### src/rtl/alu_rr_arbiter.sv
// alu_rr_arbiter
//   Shares one external combinational 32-bit ALU between N_REQ requesters.
//   Requests are accepted with a round-robin grant on a valid/ready handshake.
//   The accepted operands are registered toward the ALU, and the result is
//   captured one cycle later into a registered response that carries the
//   requester ID. Only one transaction is in flight at a time (IDLE -> EXEC -> RESP).
//
// Ports
//   clk, reset             clock; synchronous active-high reset
//   req_valid/req_ready    per-requester handshake; req_ready is one-hot and combinational
//   req_op/req_a/req_b     packed per-requester ALUCtl (3b) and operands (32b)
//   alu_ctl/alu_a/alu_b    registered drive to the ALU
//   alu_result/alu_zero    ALU outputs, captured in EXEC
//   resp_valid/resp_ready  response handshake
//   resp_id/resp_result/resp_zero  registered response payload
//   grant_cnt              per-requester saturating accept counters (ALU_ARB_STATS_EN only)
//
// Configuration
//   ALU_ARB_STATS_EN       define to add the grant_cnt port and its counters

module alu_rr_arbiter #(
    parameter int unsigned N_REQ = 2,
    parameter int unsigned CNT_W = 16,
    localparam int unsigned ID_W = $clog2(N_REQ)
) (
    input  logic                  clk,
    input  logic                  reset,
    input  logic [N_REQ-1:0]      req_valid,
    output logic [N_REQ-1:0]      req_ready,
    input  logic [3*N_REQ-1:0]    req_op,
    input  logic [32*N_REQ-1:0]   req_a,
    input  logic [32*N_REQ-1:0]   req_b,
    output logic [2:0]            alu_ctl,
    output logic [31:0]           alu_a,
    output logic [31:0]           alu_b,
    input  logic [31:0]           alu_result,
    input  logic                  alu_zero,
    output logic                  resp_valid,
    input  logic                  resp_ready,
    output logic [ID_W-1:0]       resp_id,
    output logic [31:0]           resp_result,
    output logic                  resp_zero
`ifdef ALU_ARB_STATS_EN
    ,
    output logic [CNT_W*N_REQ-1:0] grant_cnt
`endif
);

    localparam logic [1:0] IDLE = 2'd0;
    localparam logic [1:0] EXEC = 2'd1;
    localparam logic [1:0] RESP = 2'd2;

    logic [1:0]      state;
    logic [1:0]      state_nxt;
    logic [ID_W-1:0] ptr;
    logic [ID_W-1:0] owner;
    logic [ID_W-1:0] grant_idx;
    logic            grant_found;
    logic            accept;
    int unsigned     cand;

    logic [2:0]      op_arr [N_REQ];
    logic [31:0]     a_arr  [N_REQ];
    logic [31:0]     b_arr  [N_REQ];

    // Unpack the flat request buses into per-requester arrays
    for (genvar g = 0; g < N_REQ; g++) begin : g_unpack
        assign op_arr[g] = req_op[3*g +: 3];
        assign a_arr[g]  = req_a[32*g +: 32];
        assign b_arr[g]  = req_b[32*g +: 32];
    end

    // Round-robin search: first valid requester after ptr, wrapping
    always_comb begin
        grant_found = 1'b0;
        grant_idx   = '0;
        cand        = 0;
        for (int unsigned i = 1; i <= N_REQ; i++) begin
            cand = 32'(ptr) + i;
            if (cand >= N_REQ) begin
                cand = cand - N_REQ;
            end
            if (!grant_found && req_valid[ID_W'(cand)]) begin
                grant_found = 1'b1;
                grant_idx   = ID_W'(cand);
            end
        end
    end

    // Grants are offered only in IDLE and never while reset is asserted
    assign accept    = (state == IDLE) && !reset && grant_found;
    assign req_ready = accept ? (N_REQ'(1) << grant_idx) : '0;

    // State register
    always_ff @(posedge clk) begin
        if (reset) begin
            state <= IDLE;
        end else begin
            state <= state_nxt;
        end
    end

    // Next-state logic
    always_comb begin
        state_nxt = state;
        case (state)
            IDLE:    if (accept) state_nxt = EXEC;
            EXEC:    state_nxt = RESP;
            RESP:    if (resp_ready) state_nxt = IDLE;
            default: state_nxt = IDLE;
        endcase
    end

    // Datapath: operand latch on accept, result capture in EXEC, response handshake in RESP
    always_ff @(posedge clk) begin
        if (reset) begin
            ptr         <= ID_W'(N_REQ - 1);
            owner       <= '0;
            alu_ctl     <= '0;
            alu_a       <= '0;
            alu_b       <= '0;
            resp_valid  <= 1'b0;
            resp_id     <= '0;
            resp_result <= '0;
            resp_zero   <= 1'b0;
        end else begin
            if (accept) begin
                alu_ctl <= op_arr[grant_idx];
                alu_a   <= a_arr[grant_idx];
                alu_b   <= b_arr[grant_idx];
                owner   <= grant_idx;
                ptr     <= grant_idx;
            end
            if (state == EXEC) begin
                resp_valid  <= 1'b1;
                resp_id     <= owner;
                resp_result <= alu_result;
                resp_zero   <= alu_zero;
            end
            if (state == RESP && resp_ready) begin
                resp_valid <= 1'b0;
            end
        end
    end

`ifdef ALU_ARB_STATS_EN
    // Per-requester saturating accept counters
    for (genvar g = 0; g < N_REQ; g++) begin : g_stats
        logic [CNT_W-1:0] cnt;
        always_ff @(posedge clk) begin
            if (reset) begin
                cnt <= '0;
            end else if (accept && grant_idx == ID_W'(g) && cnt != {CNT_W{1'b1}}) begin
                cnt <= cnt + CNT_W'(1);
            end
        end
        assign grant_cnt[CNT_W*g +: CNT_W] = cnt;
    end
`endif

endmodule

### config.mk
export PLATFORM = sky130hd
export DESIGN_NAME = alu_rr_arbiter
export DESIGN_NICKNAME = d
export VERILOG_FILES = /design/src/rtl/alu_rr_arbiter.sv
export SDC_FILE = /design/constraint.sdc
export NUM_CORES = 1
export LEC_CHECK = 0
export CORE_ASPECT_RATIO = 1.25
export CORE_MARGIN = 3
export CORE_UTILIZATION = 30
export DETAILED_ROUTE_END_ITERATION = 6
export PLACE_DENSITY_LB_ADDON = 0.2
export SYNTH_ARGS = -nofsm -noshare
export SYNTH_HDL_FRONTEND = slang
export SYNTH_SLANG_ARGS = --single-unit
### constraint.sdc
create_clock -name clk -period 2.1 [get_ports clk]
set_clock_uncertainty 0.1 [all_clocks]
set_input_delay 0.42 -clock clk [delete_from_list [all_inputs] [get_ports clk]]
set_output_delay 0.42 -clock clk [all_outputs]
set_load 0.005 [all_outputs]
* Word-level counts from Yosys, hierarchy flattened
Index checks and enable logic that the tools add are counted.
** Word-level totals
- Input port bits :: 172
- Flip-flop bits (word level) :: 106
- Word-level logic and storage cells :: 57
- Output and inout bits :: 104
** Operators by class
- Order comparisons :: 5
- Reductions and logical operators :: 9
- Add/sub/neg operators :: 4
- Shift operators :: 1
- Multiplexer cells :: 23
- Equality and inequality tests :: 4
- Bitwise logic cells :: 1
** Operator list (count)
- 32-bit two-way mux :: 6
- 1-bit two-way mux :: 10
- 3-bit two-way mux :: 3
- 2-bit two-way mux :: 3
- 2-bit one-hot mux with 3 select lines :: 1
- 2-bit greater-or-equal comparator (second input constant) :: 2
- 1-bit logical AND :: 4
- 1-bit by 2-bit less-than comparator with 1-bit output (second input constant) :: 2
- 2-bit != test (second input constant) :: 2
- 1-bit by 2-bit adder with 3-bit output (second input constant) :: 1
- 3-bit by 2-bit greater-or-equal comparator with 1-bit output (second input constant) :: 1
- 1-bit by 1-bit adder with 2-bit output (second input constant) :: 1
- 2-bit by 1-bit == test with 1-bit output (second input constant) :: 1
- 2-bit == test (second input constant) :: 1
- 1-bit zero test :: 2
- 2-bit zero test :: 1
- 1-bit inverter with 2-bit output :: 1
- 2-bit AND reduction :: 1
- 2-bit OR reduction :: 1
- 1-bit by 1-bit << shifter with 2-bit output (first input constant) :: 1
- 1-bit subtractor (second input constant) :: 2

* Logic depth before layout (Yosys ltp)
- Depth after elaboration :: 13
- Mapped depth :: 6
- Gate-level depth less buffers :: 3

* Least setup slack after synthesis
No wires, ideal clock.
- Path type :: input to output
- Start point :: input port reset
- End point :: output port req_ready[1]
- Cell stages on the path :: 4
- Path buffers :: 2
- Setup slack :: 0.106 ns
- Data arrival time :: 1.474 ns
- Data required time :: 1.580 ns
- Path through :: or3_1 buf_6 a211oi_4 buf_6
** Between the ends
- Word-level cells in the longest chain between the ends :: 4
** RTL lines
- from (decl) :: RTL line 27 : input logic reset,
- 1-bit zero test :: RTL line 91 : assign accept = (state == IDLE) && !reset && grant_found;
- 1-bit logical AND (2 in series) :: RTL line 91
- 2-bit two-way mux :: RTL line 92 : assign req_ready = accept ? (N_REQ'(1) << grant_idx) : '0;
- to (decl) :: RTL line 29 : output logic [N_REQ-1:0] req_ready,
Every way passes these cells.

* Worst setup path after layout
- Start point :: register state[1]
- End point :: output port req_ready[1]
** Between the ends
- Word-level cells in the longest chain between the ends :: 4
** RTL lines
- from (decl) :: RTL line 53 : logic [1:0] state;
- from (signal assigned) :: RTL line 99 : state <= state_nxt;
- 2-bit zero test :: RTL line 91
- 1-bit logical AND (2 in series) :: RTL line 91
- 2-bit two-way mux :: RTL line 92
Every way passes these cells.

==> impl_metrics.py <==
metrics = {
    "outcome": {
        "result_of_the_run": "complete, no violations",
    },
    "cells_and_area": {
        "antenna-diode-count": 0,
        "final_core_util_pct": 55.1,
        "area_growth_synth_to_finish_pct": 76.6,
        "drive_gt1_share_pct": 6.68,
        "post_layout_nonfiller_instances": 905,
        "finalNetCount": 902,
    },
    "floorplanning": {
        "initial_core_util_pct": 31.2,
        "chipWidth_um": 112,
        "die_h_um": 138,
        "design.portCount": 276,
        "design.die.area_mm2": 0.0155,
        "floorplan.core_area_mm2": 0.0135,
        "std_cell_rows": 47,
    },
    "synthesis": {
        "post_synth_fa_ha_maj_area_fraction_pct": 0,
        "synth_seq_cells": 106,
        "synth_sequential_area_ratio_pct": 50.5,
        "synth_warnings": 0,
        "synth_largest_area_cell": "dfxtp_1",
        "synth.distinct_cells": 22,
        "muxShareOfSynthArea_pct": 0,
        "synth_top_cell_area_share_pct": 50.5,
        "synth_area_leaders": "dfxtp_1, a221o_1, nand2_1",
        "synthesized_area_fraction_occupied_by_xor_and_xnor_cells_pct": 0,
        "synth.avg_cell_area_um2": 8.78,
        "share_of_the_synthesized_area_in_compound_gates_ao_oa_aoi_oai_pct": 21.5,
        "synth_top_family_by_area": "simple AND/OR/NAND/NOR gates",
        "post_synth_instance_area_mm2": 0.00420,
        "syn_inst": 478,
        "synth-simple-area-share_pct": 21.7,
        "mappedNetlistNets": 650,
    },
    "clock_tree": {
        "cts.sinks": 106,
        "cts_max_path_buffers": 2,
        "root_buffer": "clkbuf_16",
        "cts-buffers-inserted": 9,
        "worst_path_clk_slew_ns": 0.07,
        "cts-htree-levels": 3,
        "clk-insertion-delay-late_ns": 0.34,
        "cts_tree": "built",
    },
    "route": {
        "detailedRoute.firstPassIterationCount": 6,
        "drt.antenna.violating_nets": 0,
        "drt_iter0_markers": 211,
        "via_count": 4600,
        "detail_route.vias_per_cell": 5.08,
        "remaining_drc_errors": 0,
        "route.detailed.wl_per_inst_um": 17.1,
        "drt-total-wl_mm": 15.5,
    },
    "critical_path": {
        "worstSetupPathType": "flip-flop to primary output",
        "r2r_start": "state[1]",
        "critPathMaxFanout": 3,
        "cp.arrival_ns": 1.44,
        "timing.critical_path.from": "state[1]",
        "worstPathRequired_ns": 1.58,
        "setup_crit_start_kind": "flip-flop",
        "end_kind": "primary output",
    },
    "sta": {
        "min_period_over_period_pct": 93.5,
        "timing.fmax_mhz": 509,
        "setup_viol": 0,
        "finalHoldWorstSlack_ns": 0.355,
        "slew_at_the_pin_with_the_worst_max_slew_slack_ns": 0.644,
        "report.final.slew_viol_count": 0,
        "finalHoldViolCount": 0,
        "relSlewSlack_pct": 57.1,
        "min_period_ns": 1.96,
        "rsz0062_at_grt": "false",
    },
    "power_and_ir_drop": {
        "power_per_cell_area_mw_per_mm2": 740,
        "total_leakage_power_uw": 0.00280,
        "finalPower_uw": 5490,
        "worst_ir_drop_vdd_mv": 0.438,
    },
    "global_route": {
        "grt_util_all_layers_pct": 18.8,
        "antenna_found_initial": 0,
        "grt_start_max_net_pins": 70,
        "grt_first_pass_wirelength_mm": 23.7,
        "grt.overflow.total": 0,
        "first_global_vias": 4555,
    },
    "run": {
        "maxCapViolations": 0,
    },
    "hold_path": {
        "min_from": "resp_result[24]",
        "hold_path.class": "flip-flop to flip-flop",
    },
    "place": {
        "placement.io_buffers": 275,
        "dp_hpwl_mm": 11.1,
        "routabilityCongestion": 0.780,
        "post-place-cells": 889,
    },
}
[synthesized netlist by cell type]
cell        n
or3b_2      2
a221o_2     7
buf_1       2
a21o_1      1
buf_2       2
o31a_1      1
nand3b_1    1
nor2_1      3
clkbuf_1   37
inv_1       2
nand2b_1    1
nor2b_1     2
or3_1       1
nand2_1   135
o21ai_0     2
nor3b_1     1
nor3_1     67
a221o_1    60
a21oi_1    35
dfxtp_1   106
buf_6       9
a211oi_4    1
[what timing repair did]
action                     in CTS  in global routing
gates resized for setup        13                  2
setup buffers                   1                  0
hold buffers                    0                  0
setup endpoints to repair      71                 67
pin swaps                       0                  2
[where the power goes]
group,leakage (µW),internal (µW),switching [µW]
Combinational,0.00176,786,464
Clock,0.000166,1170,759
Sequential,0.000871,2200,109
[worst max-delay path, stage by stage, from the launching register on]
cell and delay [ns]:
dfxtp_1 0.32, or3_4 0.42, a211oi_4 0.20, buf_2 0.16
[path summary, 6_finish.rpt]
| path | cells past startpoint | slack (ns) | endpoint |
|---|---|---|---|
| worst max-delay path | 3 | 0.14 | req_ready[1] |
| worst min-delay path | 2 | 0.35 | resp_result[24] |
| worst max register to register | 5 | 0.16 | ptr |
| worst min register to register | 2 | 0.35 | resp_result[24] |
[flip-flops by register name (all words and copies together) (netlist names)]
signal,cells
alu_a,32
alu_b,32
resp_result,32
alu_ctl,3
state,2
owner,1
ptr,1
resp_id,1
resp_valid,1
resp_zero,1
[cell usage in the layout (no fill, tap or decap)]
cell	instances
a211oi_4	1
a21o_1	1
a21oi_1	35
a221o_1	60
a221o_2	7
buf_12	2
buf_2	3
buf_4	11
buf_6	2
buf_8	1
bufinv_16	3
clkbuf_16	9
clkdlybuf4s50_1	271
clkinv_2	1
dfxtp_1	106
dlymetal6s2s_1	1
inv_1	2
inv_6	2
nand2_1	135
nand2b_1	1
nand3b_1	1
nor2_1	3
nor2b_2	1
nor2b_4	1
nor3_1	67
nor3b_2	1
o21ai_0	2
o31a_2	1
or3_4	1
or3b_2	2
[cell families (layout without fill, tap and decap cells)]
logic type,Yosys count,after routing
simple gates,213,213
flops,106,106
compound gates,107,107
buf+inv,52,308
[metal layers]
| layer | wire length, µm | vias up | GRT usage (%) |
|---|---|---|---|
| met5 | 0 | - | 0 |
| met4 | 481 | 0 | 7.37 |
| met3 | 1420 | 30 | 6.34 |
| met2 | 7500 | 227 | 32.0 |
| met1 | 6060 | 2121 | 21.6 |
| li1 | - | 2222 | - |
[metrics by stage]
step / area (µm²) / setup WS (ns) / setup TNS, ns
6_report: 7410 / 0.136 / 0
5_1_grt: 7410 / 0.0464 / 0
4_1_cts: 7410 / -0.0653 / -0.0653
3_5_place_dp: 7050 / -0.613 / -42.11
3_3_place_gp: 7050 / -0.591 / -41.53
2_1_floorplan: 4200 / 0.106 / 0
[cell type report]
type	count	area, µm²
multi-input combinational	320	1830
timing repair buffer	291	2900
inverter	2	7.51
tap	171	214
clock inverter	6	113
fill	1242	6050
sequential	106	2120
clock buffer	9	225
Power figures use the tool's default switching activity.
